File: config.mk
export PLATFORM = sky130hd
export DESIGN_NAME = skeleton_driver_flat
export DESIGN_NICKNAME = d
export VERILOG_FILES = /design/src/rtl/skeleton_driver_if.sv /design/src/rtl/skeleton_driver.sv /design/src/flat_wrapper.sv
export SDC_FILE = /design/constraint.sdc
export NUM_CORES = 1
export LEC_CHECK = 0
export CORE_MARGIN = 4
export CORE_UTILIZATION = 40
export DETAILED_ROUTE_END_ITERATION = 16
export PLACE_DENSITY = 0.75
export SLEW_MARGIN = 20
export SYNTH_ARGS = -nofsm -noshare
export SYNTH_HDL_FRONTEND = slang
export SYNTH_SLANG_ARGS = --single-unit
File: constraint.sdc
create_clock -name clk_sys -period 2.36 [get_ports clk_sys]
set_input_delay 0.236 -clock clk_sys [delete_from_list [all_inputs] [get_ports clk_sys]]
set_output_delay 0.236 -clock clk_sys [all_outputs]
set_load 0.005 [all_outputs]
File: src/rtl/skeleton_driver_if.sv
// ----------------------------------------------------------------------------
// skeleton_driver_if.sv
// Bus bundles for skeleton_driver.
//
//   skeleton_driver_host_if : host command / readback side
//     host_en, host_start, host_data          host -> driver
//     host_busy, result_data, result_valid,
//     result_timeout, cycle_count, head_err   driver -> host
//   skeleton_driver_skel_if : skeleton instance side
//     skel_rstn, skel_en, skel_trgg_start_calc,
//     skel_data_in                            driver -> skeleton
//     skel_data_out, skel_data_head,
//     skel_data_valid                         skeleton -> driver
//
// Handshake semantics: host_start is a one-cycle request that is consumed
// only when the driver is idle (host_busy=0) and host_en=1; any start seen
// while busy is dropped, never queued. result_valid and result_timeout are
// single-cycle pulses with no back-pressure; the host must sample them on
// the cycle they are high. skel_data_valid is a level from the skeleton and
// is only honoured while the driver waits for a result.
// ----------------------------------------------------------------------------
interface skeleton_driver_host_if #(
    parameter int BITWIDTH_DATA = 16
);
    logic                     host_en;
    logic                     host_start;
    logic [BITWIDTH_DATA-1:0] host_data;
    logic                     host_busy;
    logic [BITWIDTH_DATA-1:0] result_data;
    logic                     result_valid;
    logic                     result_timeout;
    logic [15:0]              cycle_count;
    logic                     head_err;

    modport master (
        output host_en, host_start, host_data,
        input  host_busy, result_data, result_valid, result_timeout,
               cycle_count, head_err
    );

    modport slave (
        input  host_en, host_start, host_data,
        output host_busy, result_data, result_valid, result_timeout,
               cycle_count, head_err
    );
endinterface

interface skeleton_driver_skel_if #(
    parameter int BITWIDTH_DATA = 16,
    parameter int BITWIDTH_HEAD = 26
);
    logic                     skel_rstn;
    logic                     skel_en;
    logic                     skel_trgg_start_calc;
    logic [BITWIDTH_DATA-1:0] skel_data_in;
    logic [BITWIDTH_DATA-1:0] skel_data_out;
    logic [BITWIDTH_HEAD-1:0] skel_data_head;
    logic                     skel_data_valid;

    modport master (
        output skel_rstn, skel_en, skel_trgg_start_calc, skel_data_in,
        input  skel_data_out, skel_data_head, skel_data_valid
    );

    modport slave (
        input  skel_rstn, skel_en, skel_trgg_start_calc, skel_data_in,
        output skel_data_out, skel_data_head, skel_data_valid
    );
endinterface

File: src/rtl/skeleton_driver.sv
// ----------------------------------------------------------------------------
// skeleton_driver.sv
// Host-side driver for skeleton DUTs. Per run it latches one input word,
// pulses the skeleton trigger, waits for the skeleton's valid, then captures
// the output word, the compute latency in WAIT cycles and a header check.
//
// Ports:
//   clk_sys   in   system clock, rising edge
//   rst       in   synchronous active-high reset
//   host      slave modport of skeleton_driver_host_if (commands/results)
//   skel      master modport of skeleton_driver_skel_if (skeleton instance)
//   dbg_state out  current FSM state encoding (IDLE=0 .. CAPT=4)
// ----------------------------------------------------------------------------
module skeleton_driver #(
    parameter int BITWIDTH_DATA  = 16,
    parameter int BITWIDTH_HEAD  = 26,
    parameter int TRIG_CYCLES    = 1,
    parameter int TIMEOUT_CYCLES = 1024
) (
    input  logic                   clk_sys,
    input  logic                   rst,
    skeleton_driver_host_if.slave  host,
    skeleton_driver_skel_if.master skel,
    output logic [2:0]             dbg_state
);

    typedef enum logic [2:0] {
        S_IDLE  = 3'd0,
        S_SETUP = 3'd1,
        S_TRIG  = 3'd2,
        S_WAIT  = 3'd3,
        S_CAPT  = 3'd4
    } state_t;

    // Expected value of both header width fields.
    localparam logic [4:0]  WIDTH_CODE = 5'(BITWIDTH_DATA);
    localparam logic [3:0]  TRIG_LAST  = 4'(TRIG_CYCLES - 1);
    localparam logic [15:0] TIMEOUT_LIM = 16'(TIMEOUT_CYCLES);

    state_t                   state_q;
    state_t                   state_next;
    logic [3:0]               trig_cnt_q;
    logic [15:0]              wait_cnt_q;
    logic [15:0]              wait_cnt_inc;
    logic [BITWIDTH_DATA-1:0] data_in_q;
    logic [BITWIDTH_DATA-1:0] result_data_q;
    logic [15:0]              cycle_count_q;
    logic                     head_err_q;
    logic                     result_timeout_q;
    logic                     skel_rstn_q;
    logic                     skel_en_q;
    logic                     load;
    logic                     capture;
    logic                     timeout_hit;
    logic                     head_ok;

    // Header layout: [25:22] reserved=0, [21:16]=1, [15:10]=1,
    // [9:5] and [4:0] = data width.
    always_comb begin
        head_ok = (skel.skel_data_head[25:22] == 4'd0)
                & (skel.skel_data_head[21:16] == 6'd1)
                & (skel.skel_data_head[15:10] == 6'd1)
                & (skel.skel_data_head[9:5]   == WIDTH_CODE)
                & (skel.skel_data_head[4:0]   == WIDTH_CODE);
    end

    // Value the latency counter takes at the end of this WAIT cycle, so a
    // valid seen in the first WAIT cycle reports a latency of 1.
    always_comb begin
        wait_cnt_inc = (wait_cnt_q == 16'hFFFF) ? wait_cnt_q : wait_cnt_q + 16'd1;
    end

    always_comb begin
        state_next  = state_q;
        load        = 1'b0;
        capture     = 1'b0;
        timeout_hit = 1'b0;
        if (!host.host_en) begin
            // Disable aborts any run silently.
            state_next = S_IDLE;
        end else begin
            case (state_q)
                S_IDLE: begin
                    if (host.host_start) begin
                        load       = 1'b1;
                        state_next = S_SETUP;
                    end
                end
                S_SETUP: state_next = S_TRIG;
                S_TRIG: begin
                    if (trig_cnt_q == TRIG_LAST) begin
                        state_next = S_WAIT;
                    end
                end
                S_WAIT: begin
                    // Valid takes priority over a timeout in the same cycle.
                    if (skel.skel_data_valid) begin
                        capture    = 1'b1;
                        state_next = S_CAPT;
                    end else if (wait_cnt_inc >= TIMEOUT_LIM) begin
                        timeout_hit = 1'b1;
                        state_next  = S_IDLE;
                    end
                end
                S_CAPT:  state_next = S_IDLE;
                default: state_next = S_IDLE;
            endcase
        end
    end

    always_ff @(posedge clk_sys) begin
        if (rst) begin
            state_q          <= S_IDLE;
            trig_cnt_q       <= 4'd0;
            wait_cnt_q       <= 16'd0;
            data_in_q        <= '0;
            result_data_q    <= '0;
            cycle_count_q    <= 16'd0;
            head_err_q       <= 1'b0;
            result_timeout_q <= 1'b0;
            skel_rstn_q      <= 1'b0;
            skel_en_q        <= 1'b0;
        end else begin
            state_q          <= state_next;
            result_timeout_q <= timeout_hit;
            skel_rstn_q      <= 1'b1;
            skel_en_q        <= host.host_en;
            // Counters restart from zero on every entry into their state.
            trig_cnt_q       <= (state_q == S_TRIG) ? trig_cnt_q + 4'd1 : 4'd0;
            wait_cnt_q       <= (state_q == S_WAIT) ? wait_cnt_inc : 16'd0;
            if (load) begin
                data_in_q <= host.host_data;
            end
            if (capture) begin
                result_data_q <= skel.skel_data_out;
                cycle_count_q <= wait_cnt_inc;
                head_err_q    <= ~head_ok;
            end
        end
    end

    assign host.host_busy           = (state_q != S_IDLE);
    assign host.result_data         = result_data_q;
    assign host.result_valid        = (state_q == S_CAPT) & host.host_en;
    assign host.result_timeout      = result_timeout_q;
    assign host.cycle_count         = cycle_count_q;
    assign host.head_err            = head_err_q;

    assign skel.skel_rstn            = skel_rstn_q;
    assign skel.skel_en              = skel_en_q;
    assign skel.skel_trgg_start_calc = (state_q == S_TRIG) & host.host_en;
    assign skel.skel_data_in         = data_in_q;

    assign dbg_state = state_q;

endmodule
File: src/flat_wrapper.sv
// flat-port wrapper written by rule: the top's interface ports become plain ports
module skeleton_driver_flat 
#(
    parameter int BITWIDTH_DATA  = 16,
    parameter int BITWIDTH_HEAD  = 26,
    parameter int TRIG_CYCLES    = 1,
    parameter int TIMEOUT_CYCLES = 1024
)
  (clk_sys, rst, dbg_state, host_host_en, host_host_start, host_host_data, host_host_busy, host_result_data, host_result_valid, host_result_timeout, host_cycle_count, host_head_err, skel_skel_rstn, skel_skel_en, skel_skel_trgg_start_calc, skel_skel_data_in, skel_skel_data_out, skel_skel_data_head, skel_skel_data_valid);
  skeleton_driver_host_if #(.BITWIDTH_DATA(BITWIDTH_DATA)) host_i ();
  skeleton_driver_skel_if #(.BITWIDTH_DATA(BITWIDTH_DATA), .BITWIDTH_HEAD(BITWIDTH_HEAD)) skel_i ();
  input  logic clk_sys;
  input  logic rst;
  output logic [2:0] dbg_state;
  input wire logic [$bits(host_i.host_en)-1:0] host_host_en;
  input wire logic [$bits(host_i.host_start)-1:0] host_host_start;
  input wire logic [$bits(host_i.host_data)-1:0] host_host_data;
  output wire logic [$bits(host_i.host_busy)-1:0] host_host_busy;
  output wire logic [$bits(host_i.result_data)-1:0] host_result_data;
  output wire logic [$bits(host_i.result_valid)-1:0] host_result_valid;
  output wire logic [$bits(host_i.result_timeout)-1:0] host_result_timeout;
  output wire logic [$bits(host_i.cycle_count)-1:0] host_cycle_count;
  output wire logic [$bits(host_i.head_err)-1:0] host_head_err;
  output wire logic [$bits(skel_i.skel_rstn)-1:0] skel_skel_rstn;
  output wire logic [$bits(skel_i.skel_en)-1:0] skel_skel_en;
  output wire logic [$bits(skel_i.skel_trgg_start_calc)-1:0] skel_skel_trgg_start_calc;
  output wire logic [$bits(skel_i.skel_data_in)-1:0] skel_skel_data_in;
  input wire logic [$bits(skel_i.skel_data_out)-1:0] skel_skel_data_out;
  input wire logic [$bits(skel_i.skel_data_head)-1:0] skel_skel_data_head;
  input wire logic [$bits(skel_i.skel_data_valid)-1:0] skel_skel_data_valid;
  assign host_i.host_en = host_host_en;
  assign host_i.host_start = host_host_start;
  assign host_i.host_data = host_host_data;
  assign host_host_busy = host_i.host_busy;
  assign host_result_data = host_i.result_data;
  assign host_result_valid = host_i.result_valid;
  assign host_result_timeout = host_i.result_timeout;
  assign host_cycle_count = host_i.cycle_count;
  assign host_head_err = host_i.head_err;
  assign skel_skel_rstn = skel_i.skel_rstn;
  assign skel_skel_en = skel_i.skel_en;
  assign skel_skel_trgg_start_calc = skel_i.skel_trgg_start_calc;
  assign skel_skel_data_in = skel_i.skel_data_in;
  assign skel_i.skel_data_out = skel_skel_data_out;
  assign skel_i.skel_data_head = skel_skel_data_head;
  assign skel_i.skel_data_valid = skel_skel_data_valid;
  skeleton_driver #(.BITWIDTH_DATA(BITWIDTH_DATA), .BITWIDTH_HEAD(BITWIDTH_HEAD), .TRIG_CYCLES(TRIG_CYCLES), .TIMEOUT_CYCLES(TIMEOUT_CYCLES)) u_core (.clk_sys(clk_sys), .rst(rst), .host(host_i), .skel(skel_i), .dbg_state(dbg_state));
endmodule
# Yosys cells after proc, flatten, opt, wreduce, memory -nomap -nowiden
# Index checks and enable logic that the tools add are counted.
# op_classes
add_sub_neg	2
magnitude_cmp	1
eq_ne	12
n_mux	14
bitwise	10
n_reduce_logical	9
# ops
cell	n
$add 16x1->16 const B	1
$eq 16x16->1 const B	1
$ge 16x11->1 const B	1
$mux 16	1
$eq 6x1->1 const B	2
$mux 3	4
$pmux 3 s4	1
$eq 5x5->1 const B	2
$logic_not 4->1	2
$mux 1	8
$and 1x1->1	6
$eq 3x2->1 const B	2
$reduce_or 2->1	3
$add 4x1->4 const B	1
$not 1->1	4
$reduce_or 4->1	1
$eq 3x1->1 const B	1
$eq 3x3->1 const B	1
$logic_not 3->1	1
$ne 3x2->1 const B	1
$reduce_and 3->1	1
$reduce_bool 3->1	1
$ne 2x1->1 const B	1
$ne 2x2->1 const B	1
# word_totals
ff_bits	75
wordCells	58

# Longest topological paths before layout
# Gate-level depths: netlist of run 1.
# logic_depth
word_depth	6
depth_mapped	7
ltp_nobuf	7

# Worst setup path after synthesis of run 1
# No wires, ideal clock.
# synth_timing
path_type	reg-to-reg
from	register u_core.wait_cnt_q[4]
to	register u_core.state_q[1] (netlist: u_core.dbg_state[1])
t_arrival_ns	1.813
path_slack_ns	0.430
path_stages_with_launch	7
n_path_buf	0
path_cell_list	dfxtp_1 nand4_4 or4_4 or2_0 mux2i_1 nor4_2 a22o_1
# synth_between
elab_chain_cells	5
elab_cells_between_ends	6
classes_between	add/sub (1); order compare (1); eq/ne (2); mux (1); reduce/logical (1)
# synth_lines
element	line	rtl
from (decl)	skeleton_driver.sv:43	logic [15:0] wait_cnt_q;
from (signal assigned)	skeleton_driver.sv:130	wait_cnt_q <= (state_q == S_WAIT) ? wait_cnt_inc : 16'd0;
$add 16x1->16 or $eq 16x16->1 (tied branches)	skeleton_driver.sv:70	wait_cnt_inc = (wait_cnt_q == 16'hFFFF) ? wait_cnt_q : wait_cnt_q + 16'd1;
$mux 16 (*)	skeleton_driver.sv:70	
$ge 16x11->1 (*)	skeleton_driver.sv:100	end else if (wait_cnt_inc >= TIMEOUT_LIM) begin
$ne 3x2->1 (no line) (*)	-	
$reduce_and 3->1 (no line) (*)	-	
to (signal assigned)	skeleton_driver.sv:124	state_q <= state_next;
to (decl)	skeleton_driver.sv:40	state_t state_q;
# Every way passes the cells marked *; elsewhere a longest branch is shown, timed or not.
# A chain may end at the register's enable or synchronous reset.

# Final worst setup path of run 1
# layout_timing
from	register u_core.wait_cnt_q[0]
to	register u_core.state_q[1] (netlist: u_core.dbg_state[1])
# The elaborated chain is that of the path after synthesis.

==> run_results.csv, run 1 <==
group,metric,value,unit
floorplanning,start_util,41.02,%
global_route,grt_antenna_before_repair,0,
synth,synthCells,363,
route,routed_via_density,4.816,
synth,post_synth_and_or_nand_nor_area_fraction,29.34,%
sta,setup_tns,0,ns
sta,period_share,89.61,%
layout,fill_cells,659,
clocking,numCtsBuffers,9,
placement,pre_cts_slack,0.2830,ns
synth,synthXorXnorAreaFrac,2.960,%
sta,period_needed,2.115,ns
sta,setup_viol,0,
synth,synth_cell_types,33,
placement,place_hpwl,5.905,mm
clocking,cts_setup_buffers,0,
pwr,power.density,567.6,mW/mm2
clocking,cts_sinks,75,
synth,synth-compound-area-share,10.49,%
sta,timing.final.ws_setup,0.2452,ns
floorplanning,dieArea,0.008838,mm2
synth,syn_nets,429,
synth,synth_edf_count,0,
synth,synth_area_per_cell,8.152,um2
synth,synth-seq-cells,75,
route,vias,2822,
synth,synth_top_flop_cell,"dfxtp_1",
clocking,cts_root_buf,"clkbuf_8",
route,wl_per_cell,13.48,um
placement,globalplace.congestion,0.7873,
job,cap_violations,0,
clocking,htree_levels,3,
synth,ys_warn_count,0,
floorplanning,coreArea,0.007214,mm2
floorplanning,ioPinCount,121,
critical_path,start_kind,"register",
critical_path,critPathArrivalTime,2.35,ns
pwr,ir_worst_vdd,0.4626,mV
synth,synth_top_area_cell,"dfxtp_1",
sta,hold_viol_final,0,
global_route,grt_overflow,0,
route,antenna_left,0,
synth,netlist_area,0.002959,mm2
synth,ys_seq_area_share,50.74,%
synth,muxShareOfSynthArea,2.030,%
layout,area_growth,50.99,%
global_route,grt_max_degree,35,
run_status,status,"complete, no violations",
synth,synth_top_family_by_area,"simple AND/OR/NAND/NOR gates",
critical_path,worstPathMaxFanout,6,
floorplanning,fp-row-count,31,
global_route,grt_pass1_wl,12.56,mm
clocking,clk_pin_slew,0.07,ns
sta,max_freq,0.4729,GHz
global_route,grtUsageTotal,18.13,%
route,drcViolationCount,0,
synth,async_reset_ff_share,0,%
route,drt_iter0_markers,102,
pwr,p_leak,1.527,nW
route,drt-total-wl,7.898,mm
clocking,ctsHoldBuffers,0,
clocking,clock_latency,0.34,ns
synth,synth_area_leaders,"dfxtp_1 51%, nand2_1 10%, nor2_1 7.0%, a21oi_1 6.8%, a211oi_1 2.3%",
route,first_pass_iters,4,
sta,skew,0.006505,ns
floorplanning,die_h,94.01,um
placement,port_buffers,120,
global_route,grt_pass1_vias,2756,
layout,regArea,0.001501,mm2
floorplanning,fp.dieW,94.01,um
synth,yosysTopAreaCellShare,50.74,%
layout,multi_input_area,0.001366,mm2
clocking,cts.repair.resized,0,
clocking,cts_tree,"yes",
layout,diodes,0,
layout,finalNetCount,548,
sta,max_slew_margin,56.40,%
synth,yosys.area_share.adder,1.268,%
sta,tightest_slew,0.6521,ns
critical_path,required,2.60,ns
sta,rsz0062_at_grt,"no",
critical_path,end_kind,"register",
layout,drive_gt1_share,5.955,%
worst_hold_path,hp-class,"in2reg",
sta,whs,0.2865,ns
clocking,clockBufferDepth,2,
sta,final_max_slew_viol_count,0,
critical_path,crit_type,"reg2reg",
==> placed cells by master (no fill, tap or decap), drive strengths merged, types with 5 or more instances in the layout <==
master / Yosys / routed
inv: 8 / 8
nor2: 56 / 56
dfxtp: 75 / 75
nand4: 7 / 7
nor4: 7 / 7
clkbuf: 17 / 12
nand2: 82 / 82
a211oi: 9 / 9
buf: 0 / 6
clkdlybuf4s50: 0 / 119
a21oi: 40 / 40
nor3: 10 / 10
nor4b: 5 / 5
nand3: 6 / 6
mux2i: 6 / 6
xnor2: 6 / 6
==> registers in the layout, indices dropped and copies added, names as in the netlist <==
signal / flops
u_core.host.cycle_count: 16
u_core.host.result_data: 16
u_core.skel.skel_data_in: 16
u_core.wait_cnt_q: 16
u_core.trig_cnt_q: 4
u_core.dbg_state: 3
u_core.host.head_err: 1
u_core.host.result_timeout: 1
u_core.skel.skel_en: 1
u_core.skel.skel_rstn: 1
==> path summary, 6_finish.rpt <==
path | cells after the start | startpoint | to | slack, ns
worst max register to register | 7 | u_core.wait_cnt_q[0] | u_core.dbg_state[1] | 0.25
worst min-delay path | 2 | rst | u_core.skel.skel_rstn | 0.29
worst min register to register | 2 | u_core.host.result_data[4] | u_core.host.result_data[4] | 0.46
worst max-delay path | 7 | u_core.wait_cnt_q[0] | u_core.dbg_state[1] | 0.25
==> routing by layer <==
metal | vias to the layer above | wire [um] | track usage [%]
met4 | 0 | 173 | 9.507
met3 | 13 | 705 | 5.208
met5 | - | 0 | 0
met1 | 1257 | 3440 | 21.66
li1 | 1449 | - | -
met2 | 103 | 3578 | 29.39
==> synth_stat cells, types with 3 or more instances <==
cell type,number
xor2_1,4
xnor2_1,6
nor2b_1,4
nor3_1,9
o21ai_0,4
inv_1,8
nand4_1,6
clkbuf_1,17
nor2_1,55
dfxtp_1,75
nand3_1,6
mux2i_1,6
a21oi_1,40
nor4b_1,5
nand2_1,82
a211oi_1,9
nor4_1,6
ha_1,3
==> critical path: stages, from the launching register on <==
cell and delay, ns:
dfxtp_1 0.38, ha_1 0.23, nand2_1 0.14, or4_4 0.48, or2_0 0.21, mux2i_1 0.25
nor4_2 0.11, a22o_1 0.20
==> through the flow <==
step	area, um2	total power, mW	instances	utilization [%]
final	4468	2.536	586	61.93
after global routing	4468	2.633	586	61.93
after CTS	4468	2.568	586	61.93
after detailed placement	4255	1.536	570	58.98
after global placement	4255	1.533	570	58.98
after floorplan	2959	1.380	363	-
==> cells by family (layout without fill, tap and decap cells) <==
| logic type | count (synthesis) | in the layout |
|---|---|---|
| buffers and inverters | 25 | 149 |
| AND/OR/NAND/NOR | 188 | 188 |
| adder cells (fa/ha/maj) | 3 | 3 |
| multiplexers | 6 | 6 |
| flip-flops | 75 | 75 |
| XOR/XNOR | 10 | 10 |
| AO/OA/AOI/OAI | 56 | 56 |
==> power by group <==
part / leakage (nW) / internal (mW) / switching (mW)
Clock: 0.108 / 0.572 / 0.459
Combinational: 0.812 / 0.139 / 0.0719
Sequential: 0.607 / 1.28 / 0.0113
==> cell type report <==
type | count | area share [%]
inverters | 8 | 0.6721
repair buffers | 125 | 27.61
well taps | 99 | 2.772
multi-input cells | 263 | 30.58
clock buffers | 12 | 3.696
flip-flops and latches | 75 | 33.60
clock inverters | 4 | 1.064
(Power assumes the default switching activity.)
==> run 2: changes to the inputs <==
--- a/config.mk
+++ b/config.mk
@@ -9,6 +9,7 @@
 export CORE_UTILIZATION = 40
 export DETAILED_ROUTE_END_ITERATION = 16
 export PLACE_DENSITY = 0.75
+export SKIP_CTS_REPAIR_TIMING = 1
 export SLEW_MARGIN = 20
 export SYNTH_ARGS = -nofsm -noshare
 export SYNTH_HDL_FRONTEND = slang
==> results of run 2 <==
Final layout, timing and power as in run 1 (identical DEF).
